[config.mk]
export PLATFORM = sky130hd
export DESIGN_NAME = wb_walk_initiator
export DESIGN_NICKNAME = d
export VERILOG_FILES = /design/src/rtl/wb_walk_initiator.sv
export SDC_FILE = /design/constraint.sdc
export NUM_CORES = 1
export LEC_CHECK = 0
export CORE_UTILIZATION = 40
export DETAILED_ROUTE_END_ITERATION = 8
export GPL_TIMING_DRIVEN = 0
export PLACE_DENSITY = 0.76
export SLEW_MARGIN = 20
export SYNTH_ARGS = -nofsm -noshare
export SYNTH_HDL_FRONTEND = slang
export SYNTH_SLANG_ARGS = --single-unit
[constraint.sdc]
create_clock -name i_clk -period 3.4 [get_ports i_clk]
set_input_delay 0.51 -clock i_clk [delete_from_list [all_inputs] [get_ports i_clk]]
set_output_delay 0.51 -clock i_clk [all_outputs]
set_load 0.05 [all_outputs]
[src/rtl/wb_walk_initiator.sv]
// ---------------------------------------------------------------------------
// wb_walk_initiator
//
// Wishbone pipelined-mode master for the LED-walker slave. A start request
// launches a walk with a single write of START_DATA, then the slave is polled
// with reads spaced POLL_INTERVAL idle cycles apart until it reports an idle
// walker state (read data bits [3:0] == 0). Completion, the number of
// non-idle polls and a sticky timeout flag are reported to local logic.
//
// Parameters:
//   POLL_INTERVAL  idle cycles (o_cyc low) between transactions, >= 1
//   TIMEOUT        cycles from strobe assertion to ack before abort, >= 2
//   START_DATA     write data for the launching write
//
// Ports:
//   i_clk, i_reset           clock, synchronous active-high reset
//   i_request                start pulse, honoured only while idle
//   o_busy                   sequence in progress (through the done cycle)
//   o_done                   one-cycle end-of-sequence pulse
//   o_err                    sticky timeout flag, cleared by the next start
//   o_polls                  non-idle poll reads in the last sequence (sat.)
//   o_cyc, o_stb, o_we       Wishbone master control
//   o_addr, o_data           Wishbone address (always 0) and write data
//   i_stall, i_ack, i_data   Wishbone slave responses
// ---------------------------------------------------------------------------
module wb_walk_initiator #(
    parameter int unsigned POLL_INTERVAL = 16,
    parameter int unsigned TIMEOUT       = 1023,
    parameter logic [31:0] START_DATA    = 32'h0000_0001
) (
    input  logic        i_clk,
    input  logic        i_reset,
    input  logic        i_request,
    output logic        o_busy,
    output logic        o_done,
    output logic        o_err,
    output logic [15:0] o_polls,
    output logic        o_cyc,
    output logic        o_stb,
    output logic        o_we,
    output logic        o_addr,
    output logic [31:0] o_data,
    input  logic        i_stall,
    input  logic        i_ack,
    input  logic [31:0] i_data
);

    typedef enum logic [2:0] {
        S_IDLE,
        S_WR_REQ,
        S_WR_WAIT,
        S_GAP,
        S_RD_REQ,
        S_RD_WAIT,
        S_DONE
    } state_t;

    // The timeout counter never has to hold more than TIMEOUT-1, and the
    // gap counter never more than POLL_INTERVAL-1.
    localparam int TMO_W = $clog2(TIMEOUT + 1);
    localparam int GAP_W = (POLL_INTERVAL > 1) ? $clog2(POLL_INTERVAL) : 1;
    localparam logic [TMO_W-1:0] TMO_LAST = TMO_W'(TIMEOUT - 1);
    localparam logic [GAP_W-1:0] GAP_LAST = GAP_W'(POLL_INTERVAL - 1);

    state_t             state_q, state_d;
    logic [TMO_W-1:0]   tmo_q, tmo_d;
    logic [GAP_W-1:0]   gap_q, gap_d;
    logic [15:0]        polls_q, polls_d;
    logic               err_q, err_d;
    logic               cyc_q, cyc_d;
    logic               stb_q, stb_d;
    logic               we_q, we_d;
    logic [31:0]        data_q, data_d;
    logic               done_q, done_d;
    logic               busy_q, busy_d;

    logic in_req;
    logic in_wait;
    logic is_read;
    logic complete;
    logic tmo_hit;

    // Only the walker state nibble of the read data carries information.
    logic unused_data_bits;
    assign unused_data_bits = ^i_data[31:4];

    assign in_req   = (state_q == S_WR_REQ) || (state_q == S_RD_REQ);
    assign in_wait  = (state_q == S_WR_WAIT) || (state_q == S_RD_WAIT);
    assign is_read  = (state_q == S_RD_REQ) || (state_q == S_RD_WAIT);
    // An ack only counts once the strobe has been accepted, which may be in
    // the very cycle the strobe is taken.
    assign complete = i_ack && (in_wait || (in_req && !i_stall));
    // Counter holds the number of bus cycles already spent, so the last
    // permitted cycle of a transaction is the one where it equals TIMEOUT-1.
    assign tmo_hit  = (in_req || in_wait) && (tmo_q == TMO_LAST);

    // State register: all flops, including the registered bus outputs.
    always_ff @(posedge i_clk) begin
        if (i_reset) begin
            state_q <= S_IDLE;
            tmo_q   <= '0;
            gap_q   <= '0;
            polls_q <= '0;
            err_q   <= 1'b0;
            cyc_q   <= 1'b0;
            stb_q   <= 1'b0;
            we_q    <= 1'b0;
            data_q  <= '0;
            done_q  <= 1'b0;
            busy_q  <= 1'b0;
        end else begin
            state_q <= state_d;
            tmo_q   <= tmo_d;
            gap_q   <= gap_d;
            polls_q <= polls_d;
            err_q   <= err_d;
            cyc_q   <= cyc_d;
            stb_q   <= stb_d;
            we_q    <= we_d;
            data_q  <= data_d;
            done_q  <= done_d;
            busy_q  <= busy_d;
        end
    end

    // Next-state logic. An ack that coincides with the timeout cycle wins,
    // so completion is tested before the abort.
    always_comb begin
        state_d = state_q;
        tmo_d   = '0;
        gap_d   = '0;
        polls_d = polls_q;
        err_d   = err_q;

        case (state_q)
            S_IDLE: begin
                if (i_request) begin
                    state_d = S_WR_REQ;
                    polls_d = '0;
                    err_d   = 1'b0;
                end
            end

            S_WR_REQ, S_WR_WAIT, S_RD_REQ, S_RD_WAIT: begin
                tmo_d = tmo_q + TMO_W'(1);
                if (complete) begin
                    tmo_d = '0;
                    if (!is_read) begin
                        state_d = S_GAP;
                    end else if (i_data[3:0] == 4'h0) begin
                        state_d = S_DONE;
                    end else begin
                        state_d = S_GAP;
                        if (polls_q != 16'hFFFF) begin
                            polls_d = polls_q + 16'd1;
                        end
                    end
                end else if (tmo_hit) begin
                    tmo_d   = '0;
                    state_d = S_DONE;
                    err_d   = 1'b1;
                end else if (in_req && !i_stall) begin
                    state_d = (state_q == S_WR_REQ) ? S_WR_WAIT : S_RD_WAIT;
                end
            end

            S_GAP: begin
                if (gap_q == GAP_LAST) begin
                    state_d = S_RD_REQ;
                end else begin
                    gap_d = gap_q + GAP_W'(1);
                end
            end

            S_DONE: begin
                state_d = S_IDLE;
            end

            default: begin
                state_d = S_IDLE;
            end
        endcase
    end

    // Output decode from the upcoming state, so every output is a flop that
    // changes on the same edge as the state it belongs to.
    always_comb begin
        cyc_d  = (state_d == S_WR_REQ) || (state_d == S_WR_WAIT) ||
                 (state_d == S_RD_REQ) || (state_d == S_RD_WAIT);
        stb_d  = (state_d == S_WR_REQ) || (state_d == S_RD_REQ);
        we_d   = (state_d == S_WR_REQ) || (state_d == S_WR_WAIT);
        data_d = we_d ? START_DATA : 32'h0;
        done_d = (state_d == S_DONE);
        busy_d = (state_d != S_IDLE);
    end

    assign o_busy  = busy_q;
    assign o_done  = done_q;
    assign o_err   = err_q;
    assign o_polls = polls_q;
    assign o_cyc   = cyc_q;
    assign o_stb   = stb_q;
    assign o_we    = we_q;
    assign o_addr  = 1'b0;
    assign o_data  = data_q;

endmodule

* After elaboration in Yosys (flattened, before gate mapping) *
Cells that the tools add are included.

cells by class
  shift-type cells = 0
  muxes and demuxes = 20
  eq/ne operators = 20
  magnitude comparators = 0
  bitwise operators = 2
  div/mod/pow operators = 0
  multipliers = 0
  reduce and logical (&&, ||, !) cells = 22
  add/subtract/negate cells = 3

operators with widths
  operator                 count
  $mux W16                 5
  $pmux W16 S2             1
  $mux W3                  8
  $add A16 B1 Y16 const B  1
  $ne A16 B16 Y1 const B   1
  $eq A3 B3 Y1 const B     5
  $ne A2 B2 Y1 const B     7
  $add A10 B1 Y10 const B  1
  $eq A10 B10 Y1 const B   1
  $eq A3 B2 Y1 const B     3
  $logic_or A1 B1 Y1       9
  $pmux W3 S3              1
  $reduce_or A4 Y1         2
  $eq A3 B1 Y1 const B     2
  $reduce_and A6 Y1        1
  $add A4 B1 Y4 const B    1
  $eq A4 B4 Y1 const B     1
  $logic_not A4 Y1         1
  $mux W1                  4
  $reduce_and A4 Y1        1
  $logic_and A1 B1 Y1      3
  $logic_not A3 Y1         1
  $reduce_bool A3 Y1       1
  $reduce_or A3 Y1         1
  4 further kinds          5

storage, ports and cells
  register bits = 71
  bits in writable memories = 0
  memories = 0
  ROM bits = 0
  bits in latches = 0
  output and inout port bits = 55

* Depth between registers and ports, before layout *
  word-level depth = 11
  gate-level depth with buffers = 8
  depth with buffers taken out = 7

* Worst setup path after synthesis *
No wires, ideal clock.

  path type = register -> register
  start point = reg polls_q[6], in the netlist o_polls[6]
  end point = reg polls_q[13], in the netlist o_polls[13]
  arrival = 2.052 ns
  cell stages (with the launch flop) = 7
  required time = 3.330 ns
  setup time = 0.070 ns
  path slack = 1.278 ns
  cells stage by stage = dfxtp_1 -> nand4_1 -> nor4_2 -> a211o_1 -> buf_2 -> o31ai_1 -> a21oi_1

between the ends
  cells in the longest elaborated chain, start to end = 6
  elaborated cells between the ends (all ways) = 9
  those cells by class = add/sub (1); eq/ne (2); mux (5); reduce/logical (1)

RTL lines
  what                      RTL line  text
  start: declaration        68        logic [15:0] polls_q, polls_d;
  start signal: assignment  115       polls_q <= polls_d;
  $add A16 B1 Y16           155       polls_d = polls_q + 16'd1;
  $mux W16                  154       if (polls_q != 16'hFFFF) begin
  $mux W16                  150       end else if (i_data[3:0] == 4'h0) begin
  $mux W16                  148       if (!is_read) begin
  $mux W16                  146       if (complete) begin
  $pmux W16 S2              135       case (state_q)

Several ways; a longest one is shown, not always the timed one. The select of a mux whose other input is x is not followed.
A chain may end at the register's enable or synchronous reset.

* Worst setup path after layout *
  start point = in i_ack
  end point = reg stb_q, in the netlist o_stb

between the ends
  cells in the longest elaborated chain, start to end = 5
  elaborated cells between the ends (all ways) = 6
  those cells by class = eq/ne (2); mux (2); reduce/logical (2)

RTL lines
  what                                                 RTL line  text
  start: declaration                                   44        input logic i_ack,
  $logic_and A1 B1 Y1 *                                92        assign complete = i_ack && (in_wait || (in_req && !i_stall));
  $mux W3 *                                            146
  $pmux W3 S3 *                                        135
  $eq A3 B1 Y1 / $eq A3 B3 Y1 (equally long branches)  190       stb_d = (state_d == S_WR_REQ) || (state_d == S_RD_REQ);
  $logic_or A1 B1 Y1 *                                 190
  end signal: assignment                               118       stb_q <= stb_d;
  end: declaration                                     71        logic stb_q, stb_d;

Mark *: on every way between the ends. The rest lies on a longest branch, timed or not.

==> summary.txt <==
PwrDens -> 452 mW/mm²
vias in the first global route -> 1786
crit path cell chain -> clkdlybuf4s50_1 > clkbuf_1 > and2_1 > or4_1 > o21ba_1 > o21a_1 > a211oi_1
Area Growth Syn to Fin -> 26.3%
DR vias -> 2044
Mapped Cells -> 270
Post-CTS Setup Bufs -> 0
WL per Instance -> 11.5 µm
Max stage delay cell, worst path -> or4_1
Fin. Hold Viols -> 0
Startpoint Class -> primary input
first-pass GRT wire length -> 7980 µm
main flop type after synthesis -> dfxtp_1
DR DRC count -> 0
CTS tree -> yes
worst vdd ir -> 0.220 mV
top cell family by delay on the critical path -> simple AND/OR/NAND/NOR gates
Detailed Place HPWL -> 3600 µm
number of routed nets with antenna violations -> 0
status -> finished, final reports clean
CP bufs+invs -> 2
Crit Path Max Fanout -> 10
initial antenna violation count -> 0
most frequent cells in the layout -> dfxtp_1 (39), buf_4 (33), conb_1 (32), nor2_1 (30), clkdlybuf4s50_1 (30)
fmax -> 423 MHz
finished layout cell area -> 0.00284 mm²
Site Rows -> 26
Slew Limit Fails -> 0
critical path arrival -> 2.56 ns
post-synth cell types -> 53
relative slew slack -> 0.653
Total Wirelength -> 4710 µm
Seq/Total Area, Yosys -> 0.347
die area -> 0.00593 mm²
WP data required -> 3.60 ns
initial core utilization -> 0.427
RSZ-0062 raised after global routing -> no
Hold Slack -> 0.452 ns
number of vias per cell -> 5.01
CP Capture Type -> register
GRT overflow -> 0
syn avg cell area -> 8.33 µm²
Post-DP Area -> 0.00275 mm²
min cycle time layout -> 2.36 ns
Slowest Stage Delay on Critical Path -> 0.52 ns
Clock Path Buffers -> 2
H-tree depth -> 2
Port Buffers -> 30
Setup Crit Path Kind -> primary input to register
GP Congestion -> 0.830
initial drt markers -> 165
register bit count reported by yosys -> 39
height of the die -> 77.0 µm
synth warn -> 0
die width -> 77.0 µm
fraction of registers with async set or reset after synthesis -> 0
TNS Setup -> 0 ns
largest net degree at the start of global routing -> 12
gr usage total -> 0.166
commonest non-fill, non-tap cell in the layout -> dfxtp_1
Final period util -> 0.695
Leakage Power -> 1.11 nW
CTS Buf Count -> 5
Worst-Skew Late Latency -> 0.29 ns
Mapped Area -> 0.00225 mm²
CTS Sinks -> 39
Hold Path Class -> register to register
Core ar. -> 0.00527 mm²
share of cells above drive strength 1 -> 0.148
first drt pass iteration count -> 5
I/O pin count -> 92
diode count -> 0
Post-synth EDFFs -> 0
max_cap viols -> 0
# setup viols final -> 0
Clk pin slew, worst setup/hold paths -> 0.07 ns
clock skew -> 0.00808 ns
post_cts resized -> 0
worst slew pin tran -> 0.519 ns
hold buffers post-CTS -> 0
CTS root buf -> clkbuf_8
nets -> 379
==> stage by stage <==
step,worst slack (ns),utilization,power [mW],std cells
after floorplan,1.28,-,0.880,301
after global routing,0.911,0.539,1.35,408
final,1.04,0.539,1.29,408
after CTS,1.05,0.539,1.29,408
after detailed placement,0.751,0.523,0.978,401
after global placement,0.789,0.523,0.971,401
==> layout make-up <==
cell class / instances / area (µm²)
buffer: 44 / 300
fill: 502 / 2430
sequential: 39 / 781
inverter: 7 / 26.3
tap: 70 / 87.6
clock buffer: 6 / 82.6
timing repair buffer: 30 / 300
multi-input combinational: 211 / 1260
clock inverter: 1 / 5.00
==> routing by layer <==
layer	part of all wire	vias up	track usage
met4	0.017	0	0.0623
met5	0	-	0
met1	0.45	936	0.191
met3	0.059	6	0.0440
met2	0.48	52	0.294
li1	-	1050	-
==> sequential cells by signal, summed over array words and instances (netlist names) <==
signal,flops
o_done,1
o_we,1
state_q,3
o_polls,16
o_cyc,1
o_stb,1
o_busy,1
tmo_q,10
gap_q,4
o_err,1
==> Yosys cell counts (3+ instances only) <==
| master | instances | area (µm²) |
|---|---|---|
| dfxtp_1 | 39 | 781 |
| buf_4 | 33 | 248 |
| nor2_1 | 30 | 113 |
| a21oi_1 | 18 | 90.1 |
| nand2_1 | 13 | 48.8 |
| nand3_1 | 12 | 60.1 |
| nand4_1 | 8 | 50.1 |
| o31ai_1 | 8 | 60.1 |
| or4_1 | 8 | 60.1 |
| clkbuf_1 | 7 | 26.3 |
| inv_1 | 7 | 26.3 |
| or3_1 | 7 | 43.8 |
| xor2_1 | 7 | 61.3 |
| nor2b_1 | 6 | 37.5 |
| o21ai_1 | 6 | 30.0 |
| xnor2_1 | 5 | 43.8 |
| and2_1 | 4 | 25.0 |
| and4_1 | 4 | 35.0 |
| ha_1 | 4 | 50.1 |
| a211oi_1 | 3 | 22.5 |
| buf_2 | 3 | 15.0 |
==> power breakdown <==
group / internal (mW) / total, mW / switching (mW)
Clock: 0.159 / 0.313 / 0.154
Combinational: 0.162 / 0.469 / 0.308
Sequential: 0.483 / 0.503 / 0.0201
Total: 0.804 / 1.29 / 0.482
==> kinds of logic (layout without fill, tap and decap cells) <==
kind of cell               after synthesis  count (layout)  synth area share
xor gates and xnor gates                12              12            0.0467
DFF                                     39              39             0.347
other                                    1              32           0.00167
AOI/OAI and AO/OA                       57              57             0.177
and+or+nand+nor                        106             106             0.260
adders and majority gates                4               4            0.0222
buffers and inverters                   51              88             0.145
==> final timing paths <==
path                           startpoint                        to  slack [ns]  depth (start not counted)
hold reg to reg       gap_q[0]$_SDFF_PP0_       gap_q[0]$_SDFF_PP0_        0.45                          1
hold / removal        gap_q[0]$_SDFF_PP0_       gap_q[0]$_SDFF_PP0_        0.45                          1
setup / recovery                    i_ack          o_stb$_SDFF_PP0_        1.04                          7
setup reg to reg  o_polls[7]$_SDFFE_PP0P_  o_polls[15]$_SDFFE_PP0P_        1.29                          6
Note: power is estimated with default switching activity, not from simulation.
==> RTL change 1, RTL diff (same flow settings) <==
Set the parameter `TIMEOUT` to 2046 (it was 1023).
--- a/src/rtl/wb_walk_initiator.sv
+++ b/src/rtl/wb_walk_initiator.sv
@@ -25,7 +25,7 @@
 // ---------------------------------------------------------------------------
 module wb_walk_initiator #(
     parameter int unsigned POLL_INTERVAL = 16,
-    parameter int unsigned TIMEOUT       = 1023,
+    parameter int unsigned TIMEOUT       = 2046,
     parameter logic [31:0] START_DATA    = 32'h0000_0001
 ) (
     input  logic        i_clk,
Formal check against the unedited RTL: no difference found for any inputs over 10 cycles, from zero or initial values and one cycle with i_reset high; that may be too few to reach the edited logic, so the function may still have changed.
==> RTL change 1 against the unedited design <==
Core utilization grew 0.79 points; setup slack gained 0.088 ns; sequential cell count up 1; wire length shrank 9.1%; sequential power down 1%; largest cell class unchanged; count of clock-buffer cells in the layout unchanged; power down 3.0%; cell area grew 0.84%; via count decreased by 10%; critical path type unchanged; synthesized area fell by 0.44%.
==> RTL change 1: results (changes against the unedited design) <==
| Metric | Value |
|---|---|
| Seq/Total Area, Yosys | `35.75% (was 34.71%)` |
| Max reg flops | `16 (unchanged)` |
| Async set-reset flop share out of synthesis | `0% (unchanged)` |
| P_leak | `1.169 nW (was 1.105 nW)` |
| FF-to-FF Start | `o_polls[1] (was o_polls[7])` |
| Critical path origin | `i_data[0] (was i_ack)` |
| Vias per cell | `4.569 (was 5.010)` |
| Postcts setup bufs | `0 (unchanged)` |
| Post-cts sizing count | `0 (unchanged)` |
| Post-layout minimum cycle time | `2.273 ns (was 2.361 ns)` |
| Pin count of the biggest net entering global routing | `14 (was 12)` |
| Placed cells | `393 (was 401)` |
| Max_slew headroom | `58.79% (was 65.30%)` |
| CP Max Fanout | `4 (was 10)` |
| Share of cells above drive strength 1 | `17.52% (was 14.79%)` |
| First-pass DRT Iterations | `4 (was 5)` |
| Dpl ws | `0.8458 ns (was 0.7510 ns)` |
| Mapped Cells | `262 (was 270)` |
| Net count, final | `371 (was 379)` |
| Total GRT Usage | `14.95% (was 16.63%)` |
| Antenna diode count | `0 (unchanged)` |
| Antenna violations before repair | `0 (unchanged)` |
| Worst setup path end | `o_cyc (was o_stb)` |
| Dpl hpwl | `3274 um (was 3604 um)` |
| Fin cells | `401 (was 408)` |
| Reg2Reg Capture Point | `o_polls[9] (was o_polls[15])` |
| Vias in the first global route | `1615 (was 1786)` |
| Cell Area, Placed | `0.002744 sq mm (was 0.002754 sq mm)` |
| List of most frequent post-synthesis cells | `nor2_1 (45), dfxtp_1 (40), buf_4 (34) (was dfxtp_1 (39), buf_4 (33), nor2_1 (30))` |
| Min-Delay Path Class | `register to register (unchanged)` |
| Total Wirelength | `4281 um (was 4711 um)` |
| Yosys warning total | `0 (unchanged)` |
| Final Skew | `0.008487 ns (was 0.008075 ns)` |
| Arr. time, crit path | `2.50 ns (was 2.56 ns)` |
| R2R depth | `8 (was 6)` |
| Clk_lat worst skew | `0.29 ns (about the same)` |
| Clock slew at reported path FFs | `0.07 ns (about the same)` |
| Worst VDD drop | `0.0002055 V (was 0.0002196 V)` |
| Status | `finished, final reports clean (unchanged)` |
| CTS Buf Count | `5 (unchanged)` |
| Routability cong. | `0.8499 (was 0.8297)` |
| Reg2reg setup slack | `1.49 ns (was 1.29 ns)` |
| Clock Tree Root | `clkbuf_8 (unchanged)` |
| Port bufs | `30 (unchanged)` |
| Top cells by area, synth | `dfxtp_1 (36%), buf_4 (11%), nor2_1 (7.5%) (was dfxtp_1 (35%), buf_4 (11%), nor2_1 (5.0%))` |
| H-tree Lvls | `2 (unchanged)` |
| Yosys cell types | `46 (was 53)` |
| Global-route wire length before repair | `7169 um (was 7976 um)` |
| CTS max path bufs | `2 (unchanged)` |
| DRT iter0 DRCs | `51 (was 165)` |
==> RTL change 1: worst max-delay path, cell delays in order <==
cell,delay [ns]
clkdlybuf4s50_1,0.43
nor4_1,0.57
a211oi_1,0.21
nand4b_4,0.22
or4_1,0.48
o21ai_1,0.08
==> RTL change 1: cell families (layout without fill, tap and decap cells) <==
family          Yosys count  in the layout  share of synthesized area [%]
simple gates            124            124                          29.39
buf+inv                  46             84                          14.25
flops                    40             40                          35.75
xor+xnor                 26             26                          10.17
compound gates           20             20                          7.598
fa+ha+maj                 4              4                          2.235
other cells               1             32                         0.1674
mux                       1              1                         0.4469
==> RTL change 1: worst min-delay path by stage <==
stage                        start        to  cells after the start  slack [ns]
final                     gap_q[0]  gap_q[0]                      1        0.46
after CTS                 gap_q[0]  gap_q[0]                      1        0.46
after global placement    gap_q[0]  gap_q[0]                      1        0.43
after floorplan           gap_q[0]  gap_q[0]                      1        0.42
after detailed placement  gap_q[0]  gap_q[0]                      1        0.44
after global routing      gap_q[0]  gap_q[0]                      1        0.47
==> RTL change 1: cell type report <==
type | instances | area, sq um
Buffer | 41 | 300.3
Clock buffer | 6 | 82.58
Clock inverter | 2 | 38.79
Fill cell | 490 | 2372
Inverter | 5 | 18.77
Multi-Input combinational cell | 207 | 1236
Sequential cell | 40 | 800.8
Tap cell | 70 | 87.58
Timing Repair Buffer | 30 | 300.3
==> RTL change 1: metal layers <==
metal,track usage [%],share of wire (%)
met5,0,0
met4,4.615,1.3
met3,3.929,5.0
met2,26.25,48
met1,17.58,46
==> RTL change 1: power breakdown <==
part | total [mW] | internal (mW) | leakage (nW) | switching [mW]
Combinational | 0.342 | 0.116 | 0.783 | 0.226
Clock | 0.407 | 0.240 | 0.0614 | 0.167
Sequential | 0.497 | 0.487 | 0.324 | 0.0107
==> RTL change 2, RTL diff (config.mk and constraints unchanged) <==
Made on the original files. Register the output `o_err` once more, cleared by the reset; this adds one clock of latency there. The other outputs are not delayed to match.
--- a/src/rtl/wb_walk_initiator.sv
+++ b/src/rtl/wb_walk_initiator.sv
@@ -196,7 +196,13 @@
 
     assign o_busy  = busy_q;
     assign o_done  = done_q;
-    assign o_err   = err_q;
+    always_ff @(posedge i_clk) begin
+        if (i_reset) begin
+            o_err <= '0;
+        end else begin
+            o_err <= err_q;
+        end
+    end
     assign o_polls = polls_q;
     assign o_cyc   = cyc_q;
     assign o_stb   = stb_q;
Formal check against the unedited RTL: no difference found for any inputs over 10 cycles, from zero or initial values and one cycle with i_reset high; that may be too few to reach the edited logic, so the function may still have changed.
==> RTL change 2 against the unedited design <==
Clock power decreased by 6%; count of clock-buffer cells in the layout unchanged; setup slack got worse by 0.20 ns; power decreased by 2.1%; wire length decreased by 12%; combinational power decreased by 4%; synthesized area decreased by 4.4%; first-iteration DRC count decreased by 56%; cell area decreased by 3.5%; sequential cell count increased by 1; largest cell class unchanged.
==> RTL change 2: results (changes against the unedited design) <==
| Metric | Value |
|---|---|
| Share of cells above drive strength 1 | `15.99% (was 14.79%)` |
| Yosys cell types | `44 (was 53)` |
| Worst setup path end | `o_cyc (was o_stb)` |
| Routed length per placed instance | `10.64 um (was 11.55 um)` |
| Final Skew | `0.005098 ns (was 0.008075 ns)` |
| Synth Area in Compound Gates | `9.366% (was 17.69%)` |
| Global-route wire length before repair | `6555 um (was 7976 um)` |
| List of most frequent post-synthesis cells | `dfxtp_1 (40), nor2_1 (35), buf_4 (33) (was dfxtp_1 (39), buf_4 (33), nor2_1 (30))` |
| P_leak | `1.128 nW (was 1.105 nW)` |
| Fill count | `477 (was 502)` |
| Arr. time, crit path | `2.78 ns (was 2.56 ns)` |
| Port bufs | `31 (was 30)` |
| Critical path origin | `i_data[1] (was i_ack)` |
| Synth Area in Adders | `2.792% (was 2.225%)` |
| Top cells by area, synth | `dfxtp_1 (37%), buf_4 (12%), nor2_1 (6.1%) (was dfxtp_1 (35%), buf_4 (11%), nor2_1 (5.0%))` |
| FF-to-FF Start | `state_q[0] (was o_polls[7])` |
| Total GRT Usage | `15.08% (was 16.63%)` |
| CP Max Fanout | `5 (was 10)` |
| Worst VDD drop | `0.0002960 V (was 0.0002196 V)` |
| Via Count | `1758 (was 2044)` |
| Net count, final | `360 (was 379)` |
| Reg2Reg Capture Point | `o_polls[13] (was o_polls[15])` |
| DRT iter0 DRCs | `73 (was 165)` |
| Mux contribution to synthesized area | `1.454% (was 0%)` |
| Seq/Total Area, Yosys | `37.23% (was 34.71%)` |
| Reg2reg setup slack | `1.14 ns (was 1.29 ns)` |
| Status | `finished, final reports clean (unchanged)` |
| Dpl hpwl | `3146 um (was 3604 um)` |
| XOR/XNOR share of the synthesized area | `8.959% (was 4.672%)` |
| First-pass DRT Iterations | `4 (was 5)` |
| Vias in the first global route | `1489 (was 1786)` |
| Worst Max-Slew Pin Slew | `0.6208 ns (was 0.5189 ns)` |
| Internal cell power | `0.7936 mW (was 0.8038 mW)` |
| Routability cong. | `0.8175 (was 0.8297)` |
==> RTL change 2: how the worst min path moves through the flow <==
| stage | start | endpoint | slack (ns) | cells after the start |
|---|---|---|---|---|
| finish | gap_q[0] | gap_q[0] | 0.45 | 1 |
| global route | gap_q[0] | gap_q[0] | 0.49 | 1 |
| CTS | gap_q[0] | gap_q[0] | 0.46 | 1 |
| detailed placement | gap_q[0] | gap_q[0] | 0.44 | 1 |
| global placement | gap_q[0] | gap_q[0] | 0.43 | 1 |
| floorplan | gap_q[0] | gap_q[0] | 0.42 | 1 |
==> RTL change 2: metal layers <==
| layer | vias up | GRT usage [%] | routed length [um] |
|---|---|---|---|
| li1 | 928 | - | - |
| met1 | 782 | 19.33 | 1960 |
| met2 | 40 | 24.21 | 1915 |
| met3 | 8 | 4.365 | 197 |
| met4 | 0 | 5.556 | 65 |
| met5 | - | 0 | 0 |
==> RTL change 2: cells by family after synthesis <==
kind of cell / Yosys count
AND/OR/NAND/NOR: 103
XOR/XNOR: 22
AO/OA/AOI/OAI: 28
buffers and inverters: 48
multiplexers: 3
other: 1
flip-flops: 40
adder cells (fa/ha/maj): 5
==> RTL change 2: power groups by stage <==
stage          logic, mW  registers [mW]  clock network [mW]
2_1_floorplan      0.291           0.588                   0
3_3_place_gp       0.441           0.525                   0
3_5_place_dp       0.448           0.526                   0
4_1_cts            0.449           0.515               0.303
5_1_grt            0.480           0.519               0.323
6_report           0.450           0.515               0.294
==> RTL change 2: final cells by class <==
| class | count | share of cell area [%] |
|---|---|---|
| inverters | 8 | 1.095 |
| multi-input cells | 193 | 42.29 |
| clock inverters | 1 | 0.1825 |
| plain buffers | 40 | 10.08 |
| repair buffers | 31 | 11.31 |
| well taps | 70 | 3.193 |
| flip-flops and latches | 40 | 29.20 |
| clock buffers | 6 | 2.646 |
==> RTL change 2: stage by stage <==
step                area [sq um]  std cells  power [mW]  hold WS, ns  worst slack (ns)
floorplan                   2267        281      0.8796       0.4176             1.134
global placement            2665        382      0.9659       0.4331            0.5817
detailed placement          2665        382      0.9744       0.4420            0.5281
CTS                         2743        389       1.267       0.4583            0.8280
global route                2743        389       1.323       0.4899            0.7897
finish                      2743        389       1.259       0.4524            0.8359
==> RTL change 2: worst max-delay path, stage by stage <==
cell,delay (ns)
clkdlybuf4s50_1,0.40
or4_4,0.55
or3b_4,0.42
a311oi_4,0.42
and3_4,0.27
mux2i_1,0.19
